## src/rtl/cb_point_fetch.sv

```systemverilog
// Command-buffer read sequencer: walks a byte range of the command-buffer RAM
// (port B, read-only), pairs consecutive bytes into (x,y) vertices and streams
// them out over a valid/ready handshake, tagging the first and last vertex.
module cb_point_fetch #(
   parameter int ADDR_W = 10,
   parameter int DATA_W = 8
) (
   input  logic              clk,
   input  logic              rst,
   input  logic              start,
   input  logic [ADDR_W-1:0] base_addr,
   input  logic [ADDR_W-1:0] count,
   output logic              busy,
   output logic              done,
   output logic [ADDR_W-1:0] mem_addr,
   input  logic [DATA_W-1:0] mem_q,
   output logic              pt_valid,
   input  logic              pt_ready,
   output logic [DATA_W-1:0] pt_x,
   output logic [DATA_W-1:0] pt_y,
   output logic              pt_first,
   output logic              pt_last
);

   typedef enum logic [2:0] {
      S_IDLE,
      S_FETCH_X,
      S_FETCH_Y,
      S_CAP_Y,
      S_OUT,
      S_DONE
   } state_t;

   state_t              state_q, state_d;
   logic [ADDR_W-1:0]   ptr_q, ptr_d;
   logic [ADDR_W-1:0]   remaining_q, remaining_d;
   logic                first_flag_q, first_flag_d;
   logic                busy_q, busy_d;
   logic                done_q, done_d;
   logic                pt_valid_q, pt_valid_d;
   logic                pt_first_q, pt_first_d;
   logic                pt_last_q, pt_last_d;
   logic [DATA_W-1:0]   pt_x_q, pt_x_d;
   logic [DATA_W-1:0]   pt_y_q, pt_y_d;
   logic                handshake;

   assign handshake = pt_valid_q && pt_ready;

   // Next-state and next-output computation for the fetch sequencer.
   always_comb begin
      // NOTE: every signal gets a default before the case so no path leaves it
      // unassigned; that is what keeps this block from inferring latches.
      state_d      = state_q;
      ptr_d        = ptr_q;
      remaining_d  = remaining_q;
      first_flag_d = first_flag_q;
      pt_valid_d   = pt_valid_q;
      pt_first_d   = pt_first_q;
      pt_last_d    = pt_last_q;
      pt_x_d       = pt_x_q;
      pt_y_d       = pt_y_q;
      done_d       = 1'b0;

      unique case (state_q)
         S_IDLE: begin
            if (start) begin
               ptr_d        = base_addr;
               remaining_d  = count;
               first_flag_d = 1'b1;
               state_d      = (count == '0) ? S_DONE : S_FETCH_X;
            end
         end
         S_FETCH_X: begin
            // x byte address is on the bus; step to the y byte.
            ptr_d   = ptr_q + ADDR_W'(1);
            state_d = S_FETCH_Y;
         end
         S_FETCH_Y: begin
            pt_x_d  = mem_q;
            state_d = S_CAP_Y;
         end
         S_CAP_Y: begin
            pt_y_d     = mem_q;
            ptr_d      = ptr_q + ADDR_W'(1);
            pt_valid_d = 1'b1;
            pt_first_d = first_flag_q;
            pt_last_d  = (remaining_q == ADDR_W'(1));
            state_d    = S_OUT;
         end
         S_OUT: begin
            // Output register holds until the consumer takes it; no reads meanwhile.
            if (handshake) begin
               pt_valid_d   = 1'b0;
               pt_first_d   = 1'b0;
               pt_last_d    = 1'b0;
               first_flag_d = 1'b0;
               remaining_d  = remaining_q - ADDR_W'(1);
               if (remaining_q == ADDR_W'(1)) begin
                  state_d = S_DONE;
                  done_d  = 1'b1;
               end else begin
                  state_d = S_FETCH_X;
               end
            end
         end
         S_DONE: begin
            // A full run raised done on entry; an empty run raises it on exit.
            done_d  = !done_q;
            state_d = S_IDLE;
         end
         default: state_d = S_IDLE;
      endcase
   end

   assign busy_d = (state_d != S_IDLE);

   // State and registered outputs, synchronous active-high reset.
   always_ff @(posedge clk) begin
      // NOTE: non-blocking assignments so every flop samples pre-edge values.
      if (rst) begin
         state_q      <= S_IDLE;
         ptr_q        <= '0;
         remaining_q  <= '0;
         first_flag_q <= 1'b0;
         busy_q       <= 1'b0;
         done_q       <= 1'b0;
         pt_valid_q   <= 1'b0;
         pt_first_q   <= 1'b0;
         pt_last_q    <= 1'b0;
         pt_x_q       <= '0;
         pt_y_q       <= '0;
      end else begin
         state_q      <= state_d;
         ptr_q        <= ptr_d;
         remaining_q  <= remaining_d;
         first_flag_q <= first_flag_d;
         busy_q       <= busy_d;
         done_q       <= done_d;
         pt_valid_q   <= pt_valid_d;
         pt_first_q   <= pt_first_d;
         pt_last_q    <= pt_last_d;
         pt_x_q       <= pt_x_d;
         pt_y_q       <= pt_y_d;
      end
   end

   assign busy     = busy_q;
   assign done     = done_q;
   assign mem_addr = ptr_q;
   assign pt_valid = pt_valid_q;
   assign pt_first = pt_first_q;
   assign pt_last  = pt_last_q;
   assign pt_x     = pt_x_q;
   assign pt_y     = pt_y_q;

endmodule

```

## config.mk

```make
export PLATFORM = sky130hd
export DESIGN_NAME = cb_point_fetch
export DESIGN_NICKNAME = d
export VERILOG_FILES = /design/src/rtl/cb_point_fetch.sv
export SDC_FILE = /design/constraint.sdc
export NUM_CORES = 1
export LEC_CHECK = 0
export CAP_MARGIN = 5
export CORE_ASPECT_RATIO = 0.75
export CORE_UTILIZATION = 51
export DETAILED_ROUTE_END_ITERATION = 10
export GPL_TIMING_DRIVEN = 1
export PLACE_DENSITY_LB_ADDON = 0.3
export REMOVE_ABC_BUFFERS = 1
export SETUP_SLACK_MARGIN = 0.02
export SLEW_MARGIN = 25
export SYNTH_ARGS = -nofsm -noshare
export SYNTH_HDL_FRONTEND = slang
export SYNTH_SLANG_ARGS = --single-unit
```

## constraint.sdc

```tcl
create_clock -name clk -period 4.5 [get_ports clk]
set_clock_uncertainty 0.2 [all_clocks]
set_input_delay 1.35 -clock clk [delete_from_list [all_inputs] [get_ports clk]]
set_output_delay 1.35 -clock clk [all_outputs]
set_load 0.02 [all_outputs]
```

======== Word-level counts from Yosys, hierarchy flattened ========
Cells that the tools add are included.
storage, ports and cells
  register bits after elaboration ......... 45
  latch bits .............................. 0
  bits in writable memories ............... 0
  memory bits (read-only) ................. 0
  input port bits ......................... 32
  output and inout bits ................... 31
  logic and storage cells ................. 52
  memories ................................ 0
operators by class
  add/sub/neg operators ................... 2
  $mul .................................... 0
  divide/modulo/power cells ............... 0
  $lt $le $gt $ge ......................... 0
  eq/ne operators ......................... 8
  shift-type cells ........................ 0
  mux-type cells .......................... 19
  bitwise logic cells ..................... 0
  reductions and logical operators ........ 12
operators with widths
  cell                                                 number
  case mux 10 bit (2 select lines)                     2
  2-to-1 mux 10 bit                                    3
  case mux 3 bit (5 select lines)                      1
  2-to-1 mux 3 bit                                     4
  adder 10 x 1 -> 10 bit (second input constant)       1
  == test 10 x 1 -> 1 bit (second input constant)      1
  logical NOT 10 bit                                   1
  case mux 1 bit (2 select lines)                      5
  subtractor 10 x 1 -> 10 bit (second input constant)  1
  == test 3 x 2 -> 1 bit (second input constant)       2
  == test 3 bit (second input constant)                2
  nonzero test 2 bit                                   3
  2-to-1 mux 1 bit                                     4
  != test 2 bit (second input constant)                2
  AND reduction 2 bit                                  2
  == test 3 x 1 -> 1 bit (second input constant)       1
  logical NOT 3 bit                                    1
  AND reduction 3 bit                                  1
  nonzero test 3 bit                                   1
  OR reduction 2 bit                                   1
  logical AND 1 bit                                    1
  logical NOT 1 bit                                    1

======== Longest topological paths before layout ========
  word-level depth ........................ 5
  gate-level depth with buffers ........... 6
  depth with buffers taken out ............ 6

======== Worst setup path after synthesis ========
OpenSTA, ideal clock, no wires.
  path kind ............................... input to register
  from .................................... in start
  to ...................................... reg ptr_q[7] (netlist: mem_addr[7])
  setup time .............................. 132 ps
  arrival ................................. 2,210 ps
  required time ........................... 4,168 ps
  slack ................................... 1,958 ps
  cell stages on the path ................. 4
  path buffers ............................ 0
  path through ............................ or4b_2 nand2_1 mux2_2 a21oi_1
on the way
  word-level cells in the longest chain between the ends .. 2
ends and longest elaborated chain
  what                                  RTL line  RTL
  start, declared                       10        input logic start,
  != test 2 bit (no source line)        --
  AND reduction 2 bit (no source line)  --
  end signal, assigned                  134       ptr_q <= ptr_d;
  end, declared                         35        logic [ADDR_W-1:0] ptr_q, ptr_d;
No other way between the ends.
A chain may end at the register's enable or synchronous reset.

======== Worst setup path after layout ========
  from .................................... in start
  to ...................................... reg busy_q (netlist: busy)
on the way
  word-level cells in the longest chain between the ends .. 3
ends and longest elaborated chain
  what                             RTL line  RTL
  2-to-1 mux 3 bit                 66        if (start) begin
  case mux 3 bit (5 select lines)  64        unique case (state_q)
  nonzero test 3 bit               115       assign busy_d = (state_d != S_IDLE);
  end signal, assigned             137       busy_q <= busy_d;
  end, declared                    38        logic busy_q, busy_d;
No other way between the ends.

==> metrics.csv <==
stage,metric,value,unit
run_status,status,"complete, no violations",
worst_hold_path,WHS Endpoint,pt_y[0],
route,DR vias/cell,5.92,
yosys,Avg Inst Size Synth,8.15,µm²
route,"antenna viol nets, final",0,
cts,CTS HTree Levels,2,
cts,Setup Buffers After CTS,0,
global_routing,largest net degree at the start of global routing,45,
sta,slew margin rel.,39.4,%
yosys,"FF+latch count, synth",45,
global_routing,first-pass GRT wire length,9560,µm
yosys,Syn Inst Count,275,
sta,Tightest Pin Transition,905,ps
sta,"Slew Viols, Final",0,
cts,"Clk pin slew, worst setup/hold paths",90,ps
critical_path,"Max FO, Critical Path",6,
critical_path,buffers and inverters on the worst path,1,
critical_path,R2R Setup Slk,2190,ps
sta,setup TNS,0,ps
critical_path,r2r startpoint,state_q[0],
die,Starting Density,54.3,%
route,1st-iter DRT viols,141,
power_and_ir_drop,power density cells,375,mW/mm²
critical_path,CP Class,in -> reg,
cts,Hold Buf Count CTS,0,
cts,root buf cell,clkbuf_8,
critical_path,CP max stage delay,580,ps
route,final WL,5940,µm
route,drt pass-1 iters,4,
yosys,Main synth FF type,dfxtp_1,
worst_hold_path,Hold Path Class,reg -> reg,
sta,setup violators final,0,
cts,CTS Sinks,45,
route,per-cell routed wire length,15.3,µm
critical_path,Crit-path slowest cell,nor4b_2,
cts,total CTS buffers,5,
yosys,Synth warnings,0,
final_layout,fin cells,387,
global_routing,initial antenna violation count,0,
sta,Hold Fails Final Rpt,0,
die,core area,0.00413,mm²
critical_path,worst path required time,4530,ps
cts,clk_lat worst skew,300,ps
global_routing,total grt overflow,0,
final_layout,Layout Nets,366,
critical_path,crit path DAT,3020,ps
die,die area,0.00467,mm²
final_layout,Layout Area Growth over Synthesis,33.1,%
yosys,post-synthesis cell area,0.00224,mm²
sta,unrepaired setup endpoints after global routing,false,
placement,RD Place Congestion,0.868,
cts,# resized after CTS,0,
worst_hold_path,hold_sp,pt_y[0],
run,Max-Cap Viols,0,
sta,Max Clk Rate,335,MHz
cts,TritonCTS clock tree,built,
route,Vias,2292,
route,DRC,0,
power_and_ir_drop,Leak,0.00104,µW
final_layout,"Core Util, Final",72.3,%
die,num rows,20,
placement,Inst Count DP,379,
global_routing,vias in the first global route,2122,
global_routing,gr usage total,26.4,%
critical_path,Critical Path End Type,flop,
yosys,ys async rst share,0,%
yosys,post-synthesis sequential area ratio,40.2,%
sta,Tmin final,2980,ps
sta,Tcrit/Tclk final,66.3,%
die,DIE WIDTH,78.6,µm
yosys,Netlist cell types,52,
die,Die H,59.4,µm
critical_path,critical path's top delay family,simple AND/OR/NAND/NOR gates,
power_and_ir_drop,worst vdd ir,0.265,mV
final_layout,fraction of layout cells with a size suffix above 1,6.63,%
critical_path,R2R depth,4,
final_layout,diodes inserted,0,
yosys,Post-synth EDFFs,0,
worst_hold_path,Hold Path Cell Cnt,2,
critical_path,r2r endpoint,mem_addr[7],
placement,I/O Buffers,62,
cts,CTS Buffer Depth,2,
critical_path,"Cell Chain, Critical Path",clkdlybuf4s50_1 > nor4b_2 > a41oi_1 > a21boi_1 > a21oi_1,
placement,post-DP HPWL,4110,µm
critical_path,Worst setup SP type,primary input,
die,I/O pins,63,
[kinds of logic (layout without fill, tap and decap cells)]
| family | count (synthesis) | after routing | share of synthesized area, % |
|---|---|---|---|
| DFF | 45 | 45 | 40.2 |
| buffers and inverters | 19 | 76 | 3.57 |
| xor gates and xnor gates | 1 | 1 | 0.391 |
| AOI/OAI and AO/OA | 77 | 77 | 21.5 |
| and+or+nand+nor | 120 | 120 | 28.1 |
| muxes | 10 | 10 | 4.58 |
| adders and majority gates | 3 | 3 | 1.67 |
[worst max path at each step]
| stage | start | endpoint | slack (ps) | depth (start not counted) |
|---|---|---|---|---|
| 4_1_cts | pt_valid | pt_valid | 1520 | 1 |
| 2_1_floorplan | pt_ready | remaining_q[7] | 1660 | 4 |
| 3_3_place_gp | start | busy | 1290 | 5 |
| 5_1_grt | start | busy | 1430 | 5 |
| 3_5_place_dp | start | busy | 1250 | 5 |
| 6_report | start | busy | 1520 | 5 |
[sequential cells by signal (all words and copies together) (netlist names), 3 cells and up]
register / cells
mem_addr: 10
remaining_q: 10
pt_x: 8
pt_y: 8
state_q: 3
[worst min-delay path: cells and delay by family, from the launching register on]
family | cells | cell delay [ps]
AND/OR/NAND/NOR | 1 | 50
flip-flops | 1 | 320
AO/OA/AOI/OAI | 1 | 50
[routing by layer]
metal	routed length, µm	vias up	GRT usage [%]
li1	-	1117	-
met1	2620	1086	34.0
met2	2790	87	44.3
met3	515	2	7.54
met4	18	0	6.08
met5	0	-	0
[power breakdown]
group | total (µW) | internal (µW) | switching, µW
Combinational | 342 | 160 | 182
Sequential | 501 | 442 | 58.8
Clock | 275 | 117 | 158
[cell type report]
| cell class | instances | area, µm² |
|---|---|---|
| multi-input combinational | 211 | 1270 |
| fill | 330 | 1140 |
| sequential | 45 | 901 |
| timing repair buffer | 64 | 636 |
| clock buffer | 5 | 68.8 |
| tap | 55 | 68.8 |
| clock inverter | 3 | 28.8 |
| inverter | 4 | 15.0 |
[Yosys cell counts (all sizes together) (3+ instances only)]
cell	count	area share [%]
nor2	25	4.2
a32o	3	1.3
nor3	9	2.2
buf	7	1.6
clkbuf	8	1.3
nor4	4	1.1
mux2i	8	3.6
and2	6	1.7
nand2	31	5.2
ha	3	1.7
a211oi	3	1.0
a21oi	30	6.7
nor4b	3	1.5
nand3	16	3.6
inv	4	0.67
o21ai	19	4.2
nor2b	3	0.84
nand2b	5	1.4
nor3b	3	1.2
dfxtp	45	40
o211ai	3	1.0
or3	3	0.84
[cells in the final DEF, fill, tap and decap left out, types with 2 or more instances in the layout]
master,count
nor4_1,4
or3_1,3
nand2_1,31
clkbuf_8,5
inv_1,4
nand3_1,16
mux2i_1,8
mux2_2,2
a41oi_1,2
nor2b_1,3
inv_6,2
dfxtp_1,45
clkdlybuf4s50_1,62
buf_4,2
o31ai_1,2
ha_1,3
nand4_1,2
and2_1,2
a31oi_1,2
o211ai_1,3
and3_1,2
nor2_1,25
nor3b_2,2
o21ai_0,19
nand2b_1,5
a32o_1,3
and2_0,4
a211o_1,2
nor3_1,8
a211oi_1,3
o21a_1,2
nor4b_1,2
a21oi_1,30
[metrics by stage]
| step | total power [µW] | instance area, µm² | hold slack (ps) | setup WS [ps] |
|---|---|---|---|---|
| after floorplan | 700 | 2180 | 226 | 1660 |
| after global placement | 835 | 2890 | 242 | 1290 |
| after detailed placement | 847 | 2890 | 250 | 1250 |
| after CTS | 1120 | 2980 | 267 | 1520 |
| after global routing | 1180 | 2980 | 281 | 1430 |
| final | 1120 | 2980 | 265 | 1520 |
Power figures use the tool's default switching activity.
